$ cat src/rtl/riscv_pipe_pkg.sv
// Shared pipeline definitions: hazard FSM states and counter width.
package riscv_pipe_pkg;

    localparam int CNT_W = 32;

    typedef enum logic [1:0] {
        HZ_RUN        = 2'd0,
        HZ_LOAD_STALL = 2'd1,
        HZ_FLUSH      = 2'd2,
        HZ_MEM_WAIT   = 2'd3
    } hz_state_t;

endpackage

$ cat src/rtl/sat_counter.sv
// Event counter that sticks at all-ones instead of wrapping.
module sat_counter
    import riscv_pipe_pkg::*;
#(
    parameter int W = CNT_W
) (
    input  logic         clk_i,
    input  logic         rst_i,
    input  logic         en_i,
    input  logic         clr_i,
    output logic [W-1:0] value_o
);

    logic [W-1:0] cnt_q, cnt_d;

    always_comb begin
        cnt_d = cnt_q;
        if (clr_i) begin
            cnt_d = '0;
        end else if (en_i && (cnt_q != '1)) begin
            cnt_d = cnt_q + W'(1);
        end
    end

    always_ff @(posedge clk_i or posedge rst_i) begin
        if (rst_i) begin
            cnt_q <= '0;
        end else begin
            cnt_q <= cnt_d;
        end
    end

    assign value_o = cnt_q;

endmodule

$ cat src/rtl/hazard_ctrl.sv
// Pipeline hazard controller: load-use stall, branch flush, memory freeze.
module hazard_ctrl
    import riscv_pipe_pkg::*;
(
    input  logic             clk,
    input  logic             reset,
    input  logic [4:0]       IF_ID_rs1,
    input  logic [4:0]       IF_ID_rs2,
    input  logic             IF_ID_use_rs1,
    input  logic             IF_ID_use_rs2,
    input  logic [4:0]       ID_EX_rd,
    input  logic             ID_EX_MemRead,
    input  logic             EX_branch_taken,
    input  logic             dmem_req,
    input  logic             dmem_ready,
    output logic             PCWrite,
    output logic             IF_ID_Write,
    output logic             ID_EX_Write,
    output logic             EX_MEM_Write,
    output logic             MEM_WB_Write,
    output logic             IF_ID_Flush,
    output logic             ID_EX_Flush,
    output logic [1:0]       state,
    output logic [CNT_W-1:0] stall_cnt,
    output logic [CNT_W-1:0] flush_cnt
);

    hz_state_t state_q, state_d;
    logic      load_use;
    logic      mem_busy;
    logic      freeze;

    assign load_use = ID_EX_MemRead && (ID_EX_rd != 5'd0) &&
                      ((IF_ID_use_rs1 && (ID_EX_rd == IF_ID_rs1)) ||
                       (IF_ID_use_rs2 && (ID_EX_rd == IF_ID_rs2)));

    assign mem_busy = dmem_req && !dmem_ready;
    // An outstanding access keeps the pipe frozen until ready arrives.
    assign freeze   = mem_busy ||
                      ((state_q == HZ_MEM_WAIT) && !dmem_ready);

    always_comb begin
        PCWrite      = 1'b1;
        IF_ID_Write  = 1'b1;
        ID_EX_Write  = 1'b1;
        EX_MEM_Write = 1'b1;
        MEM_WB_Write = 1'b1;
        IF_ID_Flush  = 1'b0;
        ID_EX_Flush  = 1'b0;
        state_d      = HZ_RUN;
        priority case (1'b1)
            reset: begin
                state_d = HZ_RUN;
            end
            freeze: begin
                PCWrite      = 1'b0;
                IF_ID_Write  = 1'b0;
                ID_EX_Write  = 1'b0;
                EX_MEM_Write = 1'b0;
                MEM_WB_Write = 1'b0;
                state_d      = HZ_MEM_WAIT;
            end
            EX_branch_taken: begin
                IF_ID_Flush = 1'b1;
                ID_EX_Flush = 1'b1;
                state_d     = HZ_FLUSH;
            end
            load_use: begin
                PCWrite     = 1'b0;
                IF_ID_Write = 1'b0;
                ID_EX_Flush = 1'b1;
                state_d     = HZ_LOAD_STALL;
            end
            default: begin
                state_d = HZ_RUN;
            end
        endcase
    end

    always_ff @(posedge clk or posedge reset) begin
        if (reset) begin
            state_q <= HZ_RUN;
        end else begin
            state_q <= state_d;
        end
    end

    assign state = state_q;

    sat_counter #(.W(CNT_W)) u_stall_cnt (
        .clk_i   (clk),
        .rst_i   (reset),
        .en_i    (!PCWrite),
        .clr_i   (1'b0),
        .value_o (stall_cnt)
    );

    sat_counter #(.W(CNT_W)) u_flush_cnt (
        .clk_i   (clk),
        .rst_i   (reset),
        .en_i    (IF_ID_Flush),
        .clr_i   (1'b0),
        .value_o (flush_cnt)
    );

endmodule

$ cat config.mk
export PLATFORM = sky130hd
export DESIGN_NAME = hazard_ctrl
export DESIGN_NICKNAME = d
export VERILOG_FILES = /design/src/rtl/riscv_pipe_pkg.sv /design/src/rtl/sat_counter.sv /design/src/rtl/hazard_ctrl.sv
export SDC_FILE = /design/constraint.sdc
export NUM_CORES = 1
export LEC_CHECK = 0
export ABC_CLOCK_PERIOD_IN_PS = 5400
export BUFFER_PORTS_ARGS = -buffer_cell sky130_fd_sc_hd__buf_2
export CORE_MARGIN = 1
export CORE_UTILIZATION = 52
export CTS_BUF_LIST = sky130_fd_sc_hd__clkbuf_8 sky130_fd_sc_hd__clkbuf_16
export DETAILED_ROUTE_END_ITERATION = 12
export PLACE_DENSITY = 0.91
export SYNTH_ARGS = -nofsm -noshare
export SYNTH_HDL_FRONTEND = slang
export SYNTH_SLANG_ARGS = --single-unit
$ cat constraint.sdc
create_clock -name clk -period 5.4 [get_ports clk]
set_input_delay 1.62 -clock clk [delete_from_list [all_inputs] [get_ports clk]]
set_output_delay 1.62 -clock clk [all_outputs]
set_load 0.005 [all_outputs]
# ---- Word-level counts from Yosys, hierarchy flattened
# Cells that the tools add are included.
dict set report classes {
  n_reduce_logical 13
  eq_ne 5
  n_mux 17
  add_sub_neg 2
}
# op n
set ops {}
lappend ops {{adder 32 x 1 -> 32 bit, second input constant} 2}
lappend ops {{inequality test 32 bit, second input constant} 2}
lappend ops {{two-way mux 1 bit} 14}
lappend ops {{== test 5 bit} 2}
lappend ops {{logical AND 1 bit} 8}
lappend ops {{two-way mux 2 bit} 3}
lappend ops {{nonzero test 5 bit} 1}
lappend ops {{== test 2 bit, second input constant} 1}
lappend ops {{zero test 1 bit} 2}
lappend ops {{logical OR 1 bit} 2}
dict set report totals {
  input_bits 23
  output_inout_bits 73
  register_bits 66
}

# ---- Logic depth before layout (Yosys ltp)
# Gate-level depths: netlist (run 1).
dict set report logic_depth {
  depth_word 10
  mapped_depth 7
}

# ---- Modules after synthesis
# From an unflattened synthesis (run 1), not the netlist that was laid out.
dict set report hier_totals {
  hier_cells 405
  hier_area_um2 3756.1
}
# module cells_each area_per_inst_um2 instances
set modules_own_cells {}
lappend modules_own_cells {sat_counter 186 1740.4 2}
lappend modules_own_cells {hazard_ctrl 33 275.3 1}

# ---- Worst setup path before layout (run 1)
# No wires, ideal clock.
dict set report synth_timing {
  path_kind {input port to output port}
  from {in reset}
  to {out IF_ID_Flush}
  t_required_ns 3.780
  setup_slack_ns 0.198
  arrival_time_ns 3.582
  path_buffers 0
  stages 3
  cell_sequence {inv_1 o211ai_1 inv_1}
}
dict set report synth_between {
  elab_chain_len 1
}
# element line
set synth_rtl {}
lappend synth_rtl {{from (decl)} hazard_ctrl.sv:6} ;# input logic reset,
lappend synth_rtl {{two-way mux 1 bit} hazard_ctrl.sv:51} ;# priority case (1'b1)
lappend synth_rtl {{to (decl)} hazard_ctrl.sv:21} ;# output logic IF_ID_Flush,
# Every way passes these cells.

# ---- Worst setup path in the final report (run 1)
dict set report layout_timing {
  from {in ID_EX_rd[1]}
  to {out PCWrite}
}
dict set report layout_between {
  elab_chain_len 8
  elab_cells_between_ends 12
}
# element line
set layout_rtl {}
lappend layout_rtl {{from (decl)} hazard_ctrl.sv:11} ;# input logic [4:0] ID_EX_rd,
lappend layout_rtl {{== test 5 bit, on equally long branches} {hazard_ctrl.sv:34, hazard_ctrl.sv:35}}
lappend layout_rtl {{logical AND 1 bit, on equally long branches} {hazard_ctrl.sv:34, hazard_ctrl.sv:35}}
lappend layout_rtl {{logical OR 1 bit} hazard_ctrl.sv:34} ;# ((IF_ID_use_rs1 && (ID_EX_rd == IF_ID_rs1)) ||
lappend layout_rtl {{logical AND 1 bit (*)} hazard_ctrl.sv:33} ;# assign load_use = ID_EX_MemRead && (ID_EX_rd != 5'd0) &&
lappend layout_rtl {{two-way mux 1 bit (*) (4 in a row)} hazard_ctrl.sv:51}
lappend layout_rtl {{to (decl)} hazard_ctrl.sv:16} ;# output logic PCWrite,
# Mark *: on every way between the ends. The rest lies on a longest branch, timed or not.

==> flow_metrics.py, run 1 <==
metrics = {
    "detailed_routing": {
        "drtIter0Drc": 104,
        "met1Wirelength_mm": 3.11,
        "dr_total_vias": 2874,
        "wl_met3_um": 411,
        "drtPass1Iterations": 4,
        "route.detailed.drc": 0,
        "drtAntennaViolNets": 0,
        "totalWireLength_mm": 7.56,
        "wl_met2_mm": 3.89,
        "wl_per_cell_um": 14.9,
        "vias_per_cell": 5.68,
        "top_layer": "met4",
    },
    "cts": {
        "cts_tree": "done",
        "clock_sinks": 66,
        "root_buffer": "clkbuf_8",
        "cts_buffers": 9,
        "ctsHoldBuffers": 0,
        "clk_path_buf_depth": 2,
        "post-cts-setup-buffers": 0,
        "insertion_delay_ns": 0.34,
        "cts_resized": 0,
        "clk_pin_slew_ns": 0.07,
        "htreeDepth": 3,
    },
    "synth": {
        "synth_compound_area_share_pct": 4.01,
        "syn_area_per_cell_sq_um": 10.3,
        "synthMuxAreaShare_pct": 1.35,
        "syn_inst": 325,
        "synth-simple-area-share_pct": 24.9,
        "synthXorXnorAreaFrac_pct": 17.6,
        "synth_fa_ha_area_share_pct": 0.749,
        "yosysUniqueCellTypes": 39,
        "netlist_area_sq_um": 3340,
        "ys_seq_area_share_pct": 49.4,
        "synth_warnings": 0,
        "synth_top_family_by_area": "simple AND/OR/NAND/NOR gates",
        "syn_nets": 350,
        "ys_ff_latch": 66,
    },
    "timing": {
        "worst_pin_slew_ns": 0.806,
        "min_period_over_period_pct": 86.0,
        "finalHoldViolCount": 0,
        "clock_skew_ns": 0.00796,
        "setup_viol": 0,
        "fin_setup_tns_ns": 0,
        "rsz0062_at_grt": "no",
        "fin_ws_ns": 0.755,
        "layout_min_cycle_time_ns": 4.64,
        "maxSlewViolCount": 0,
        "fmax_mhz": 215,
        "slew_headroom_pct": 46.3,
    },
    "hold_path": {
        "min_path_type": "reg2reg",
        "holdPathStages": 1,
        "min_to": "u_flush_cnt.value_o[31]",
        "hp-start": "u_flush_cnt.value_o[31]",
    },
    "placement": {
        "portBuffers": 95,
        "dp_hpwl_mm": 5.43,
        "preCtsSetupSlack_ns": 0.781,
        "gp_congestion": 0.865,
        "dpl_cell_area_sq_um": 3880,
        "dpl.cell_count": 490,
    },
    "finish": {
        "fillCellCount": 450,
        "final_cells": 506,
        "final_area_sq_um": 4150,
        "n_antenna_cell": 0,
        "nets": 451,
        "area_growth_pct": 24.3,
        "drive_above_1_share_pct": 29.5,
    },
    "grt": {
        "grt_first_pass_wirelength_mm": 12.2,
        "track_usage_pct": 24.0,
        "grt-ovfl-total": 0,
        "grt_max_degree": 67,
        "grt_pass1_vias": 2713,
        "antenna_found_initial": 0,
    },
    "status": {
        "status": "finished, final reports clean",
    },
    "critical_path": {
        "worst-setup-path-type": "in2out",
        "arrival_ns": 3.02,
        "crit_path_end_kind": "primary output",
        "worstPathMaxFanout": 8,
        "rr_startpoint": "u_stall_cnt.value_o[2]",
        "worstRegToRegCells": 5,
        "r2r_slack_ns": 3.01,
        "required_ns": 3.78,
        "reg2reg_to": "u_stall_cnt.value_o[1]",
        "cp-start-kind": "input pin",
    },
    "power": {
        "vdd_drop_max_uv": 179,
        "fin_total_pwr_uw": 1310,
        "leakagePower_uw": 0.00213,
        "p_per_area_nw_per_um2": 314,
    },
    "die": {
        "io_pins": 96,
        "die_area_sq_um": 6750,
        "initial_core_util_pct": 55.1,
        "die_w_um": 82.2,
        "die_y_um": 82.2,
        "rows": 28,
        "fp.coreArea_sq_um": 6060,
    },
    "job": {
        "drv_cap": 0,
    },
}
-- through the flow --
| stage | hold slack (ns) | utilization (%) |
|---|---|---|
| after detailed placement | 0.478 | 64.0 |
| after global placement | 0.471 | 64.0 |
| after global routing | 0.507 | 68.5 |
| after CTS | 0.492 | 68.5 |
| after floorplan | 0.478 | - |
| final | 0.488 | 68.5 |
-- area by class of cell --
type                       count  area (sq um)  area share, %
tap                           75          93.8           2.26
multi-input combinational    245          1620           39.0
inverter                       8          30.0          0.723
clock inverter                 6           136           3.28
sequential                    66          1650           39.8
clock buffer                  10           138           3.31
timing repair buffer          96           483           11.6
-- flip-flops by register name (all words and copies together) (netlist names) --
signal / count
u_flush_cnt.value_o: 32
u_stall_cnt.value_o: 32
state: 2
-- per-layer routing --
metal	global-route usage, %	up-vias
li1	-	1345
met1	28.2	1418
met2	40.8	94
met3	5.49	17
met4	12.6	0
met5	0	-
-- cells in the mapped netlist --
cell	instances	area share, %
dfrtp_1	66	49
xnor2_1	35	9.2
xor2_1	32	8.4
nand2_1	30	3.4
nand3_1	27	4.0
nor2_1	23	2.6
nor3_1	19	2.8
nand4_1	16	3.0
nor4_1	8	1.5
and3_1	7	1.3
inv_1	7	0.79
a21oi_1	6	0.90
and4_1	6	1.6
buf_4	4	0.90
a31oi_1	3	0.56
mux2_2	3	1.0
or2_2	3	0.56
and2_1	2	0.37
clkbuf_1	2	0.22
ha_1	2	0.75
nand2b_1	2	0.37
nand4_2	2	0.75
nor2b_1	2	0.37
o21ai_0	2	0.30
or3_1	2	0.37
a2111oi_4	1	0.82
inv_2	1	0.11
mux2_1	1	0.34
nand2_2	1	0.19
nor3_2	1	0.30
nor3_4	1	0.49
nor4_4	1	0.64
o2111ai_1	1	0.26
o211ai_1	1	0.22
o21a_1	1	0.22
o221ai_1	1	0.26
o22ai_1	1	0.19
o311ai_1	1	0.26
or4_1	1	0.22
-- power breakdown --
| group | internal, uW | switching [uW] | total [uW] |
|---|---|---|---|
| Clock | 368 | 198 | 565 |
| Sequential | 528 | 56.5 | 584 |
| Combinational | 72.3 | 84.5 | 157 |
-- how the worst max path moves through the flow --
stage,from,endpoint,slack [ns],depth (start not counted)
final,ID_EX_rd[1],PCWrite,0.76,6
after global routing,ID_EX_rd[1],PCWrite,0.68,6
after CTS,ID_EX_rd[1],PCWrite,0.76,6
after detailed placement,ID_EX_rd[1],PCWrite,0.78,6
after global placement,ID_EX_rd[1],PCWrite,0.82,6
after floorplan,reset,IF_ID_Flush,0.20,3
-- worst max-delay path, stage by stage --
cell     delay (ns)
buf_2          0.12
or4_1          0.56
o21ai_0        0.17
a21oi_1        0.12
nand2_1        0.25
buf_2          0.18
-- cells by family after synthesis --
kind of cell / after synthesis
xor+xnor: 67
flops: 66
simple gates: 154
fa+ha+maj: 2
compound gates: 18
mux: 4
buf+inv: 14
-- placed cells by master (no fill, tap or decap), types with 3 or more instances in the layout --
master     synthesis  layout
a21oi_1            6       6
a31oi_1            3       3
and3_1             7       7
and4_1             6       6
buf_2              0      95
bufinv_16          0       4
clkbuf_8           0      10
dfrtp_1           66      66
inv_1              7       6
mux2_2             3       3
nand2_1           30      30
nand3_1           27      27
nand4_1           16      16
nor2_1            23      23
nor3_1            19      19
nor4_1             8       8
or2_2              3       3
xnor2_1           35      35
xor2_1            32      32
Power figures use the tool's default switching activity.
==> run 2, diff against run 1 <==
- CELL_PAD_IN_SITES_DETAIL_PLACEMENT: not set -> 2
- CELL_PAD_IN_SITES_GLOBAL_PLACEMENT: not set -> 2
- CORE_UTILIZATION: 52 -> 32
==> flow_metrics.py, run 2 (synthesis results as in run 1) <==
metrics = {
    "placement": {
        "gp_congestion": 0.824,
        "dp_hpwl_mm": 7.34,
        "portBuffers": 95,
    },
    "power": {
        "p_per_area_nw_per_um2": 279,
        "leakagePower_uw": 0.00209,
        "vdd_drop_max_uv": 146,
    },
    "timing": {
        "min_period_over_period_pct": 87.6,
        "layout_min_cycle_time_ns": 4.73,
        "fin_setup_tns_ns": 0,
        "slew_headroom_pct": 42.9,
        "setup_viol": 0,
        "rsz0062_at_grt": "no",
        "worst_pin_slew_ns": 0.857,
        "clock_skew_ns": 0.0112,
        "finalHoldViolCount": 0,
        "fmax_mhz": 211,
        "maxSlewViolCount": 0,
    },
    "critical_path": {
        "crit_path_end_kind": "primary output",
        "worstPathMaxFanout": 8,
        "worst-setup-path-type": "in2out",
        "required_ns": 3.78,
        "cp-start-kind": "input pin",
        "arrival_ns": 3.11,
    },
    "cts": {
        "cts_resized": 0,
        "clk_pin_slew_ns": 0.07,
        "htreeDepth": 3,
        "cts_buffers": 9,
        "insertion_delay_ns": 0.34,
        "cts_tree": "done",
        "clk_path_buf_depth": 2,
        "clock_sinks": 66,
        "post-cts-setup-buffers": 0,
        "ctsHoldBuffers": 0,
        "root_buffer": "clkbuf_8",
    },
    "detailed_routing": {
        "totalWireLength_mm": 9.87,
        "drtAntennaViolNets": 0,
        "drtIter0Drc": 33,
        "wl_per_cell_um": 17.6,
        "vias_per_cell": 5.16,
        "dr_total_vias": 2902,
        "route.detailed.drc": 0,
        "drtPass1Iterations": 4,
    },
    "die": {
        "die_area_sq_um": 10900,
        "io_pins": 96,
        "fp.coreArea_sq_um": 9950,
        "rows": 36,
        "die_w_um": 104,
        "initial_core_util_pct": 33.6,
        "die_y_um": 104,
    },
    "grt": {
        "track_usage_pct": 19.4,
        "antenna_found_initial": 0,
        "grt_first_pass_wirelength_mm": 16.7,
        "grt-ovfl-total": 0,
        "grt_pass1_vias": 3332,
        "grt_max_degree": 67,
    },
    "finish": {
        "post-route-util_pct": 41.6,
        "final_common_cell": "buf_2",
        "mostFrequentLayoutCells": "95 x buf_2, 66 x dfrtp_1, 35 x xnor2_1",
        "n_antenna_cell": 0,
        "area_growth_pct": 24.1,
        "drive_above_1_share_pct": 28.9,
        "nets": 451,
        "fillCellCount": 1115,
    },
    "hold_path": {
        "min_path_type": "reg2reg",
    },
    "status": {
        "status": "finished, final reports clean",
    },
    "job": {
        "drv_cap": 0,
    },
}
-- run 2: cell count changes in the layout (fill, tap and decap cells not counted) --
cell and delta:
bufinv_16 -3, clkbuf_8 +1, inv_1 +1, inv_6 -1
-- run 2: layout make-up --
class                           instances  area (sq um)  area share, %
Sequential cell                        66          1650           39.8
Inverter                                8          30.0          0.724
Clock inverter                          3          41.3          0.996
Multi-Input combinational cell        245          1620           39.1
Clock buffer                           11           151           3.65
Timing Repair Buffer                   96           483           11.7
Tap cell                              133           166           4.01
-- run 2: through the flow --
step	worst slack (ns)	instances	power [uW]	area (sq um)	hold slack, ns
after floorplan	0.198	325	670	3340	0.478
after global placement	0.776	548	744	3950	0.477
after detailed placement	0.716	548	757	3950	0.477
after CTS	0.672	562	1180	4150	0.489
after global routing	0.594	562	1220	4150	0.512
final	0.669	562	1160	4150	0.485
-- run 2: worst paths after layout --
check,cells past startpoint,to,slack [ns],startpoint
worst min-delay path,1,u_flush_cnt.value_o[21],0.48,u_flush_cnt.value_o[21]
max in group asynchronous,3,u_stall_cnt.value_o[16],3.23,reset
min in group asynchronous,3,u_flush_cnt.value_o[2],1.60,reset
worst min register to register,1,u_flush_cnt.value_o[21],0.48,u_flush_cnt.value_o[21]
worst max register to register,6,u_stall_cnt.value_o[17],2.85,u_stall_cnt.value_o[2]
worst max-delay path,6,PCWrite,0.67,ID_EX_rd[1]
-- run 2: report_power, final --
part / internal, uW / switching, uW
Combinational: 71.6 / 89.5
Sequential: 528 / 54.1
Clock: 232 / 182
Total: 831 / 326
-- run 2: worst max-delay path: stages --
cell,delay [ns]
buf_2,0.12
or4_1,0.57
o21ai_0,0.18
a21oi_1,0.13
nand2_1,0.28
buf_2,0.20
-- run 2: per-layer routing --
| layer | vias to the layer above | wire length (um) | global-route usage, % |
|---|---|---|---|
| met5 | - | 0 | 0 |
| met3 | 17 | 422 | 5.39 |
| met1 | 1470 | 3740 | 19.9 |
| met2 | 75 | 5510 | 37.4 |
| li1 | 1340 | - | - |
| met4 | 0 | 197 | 6.53 |
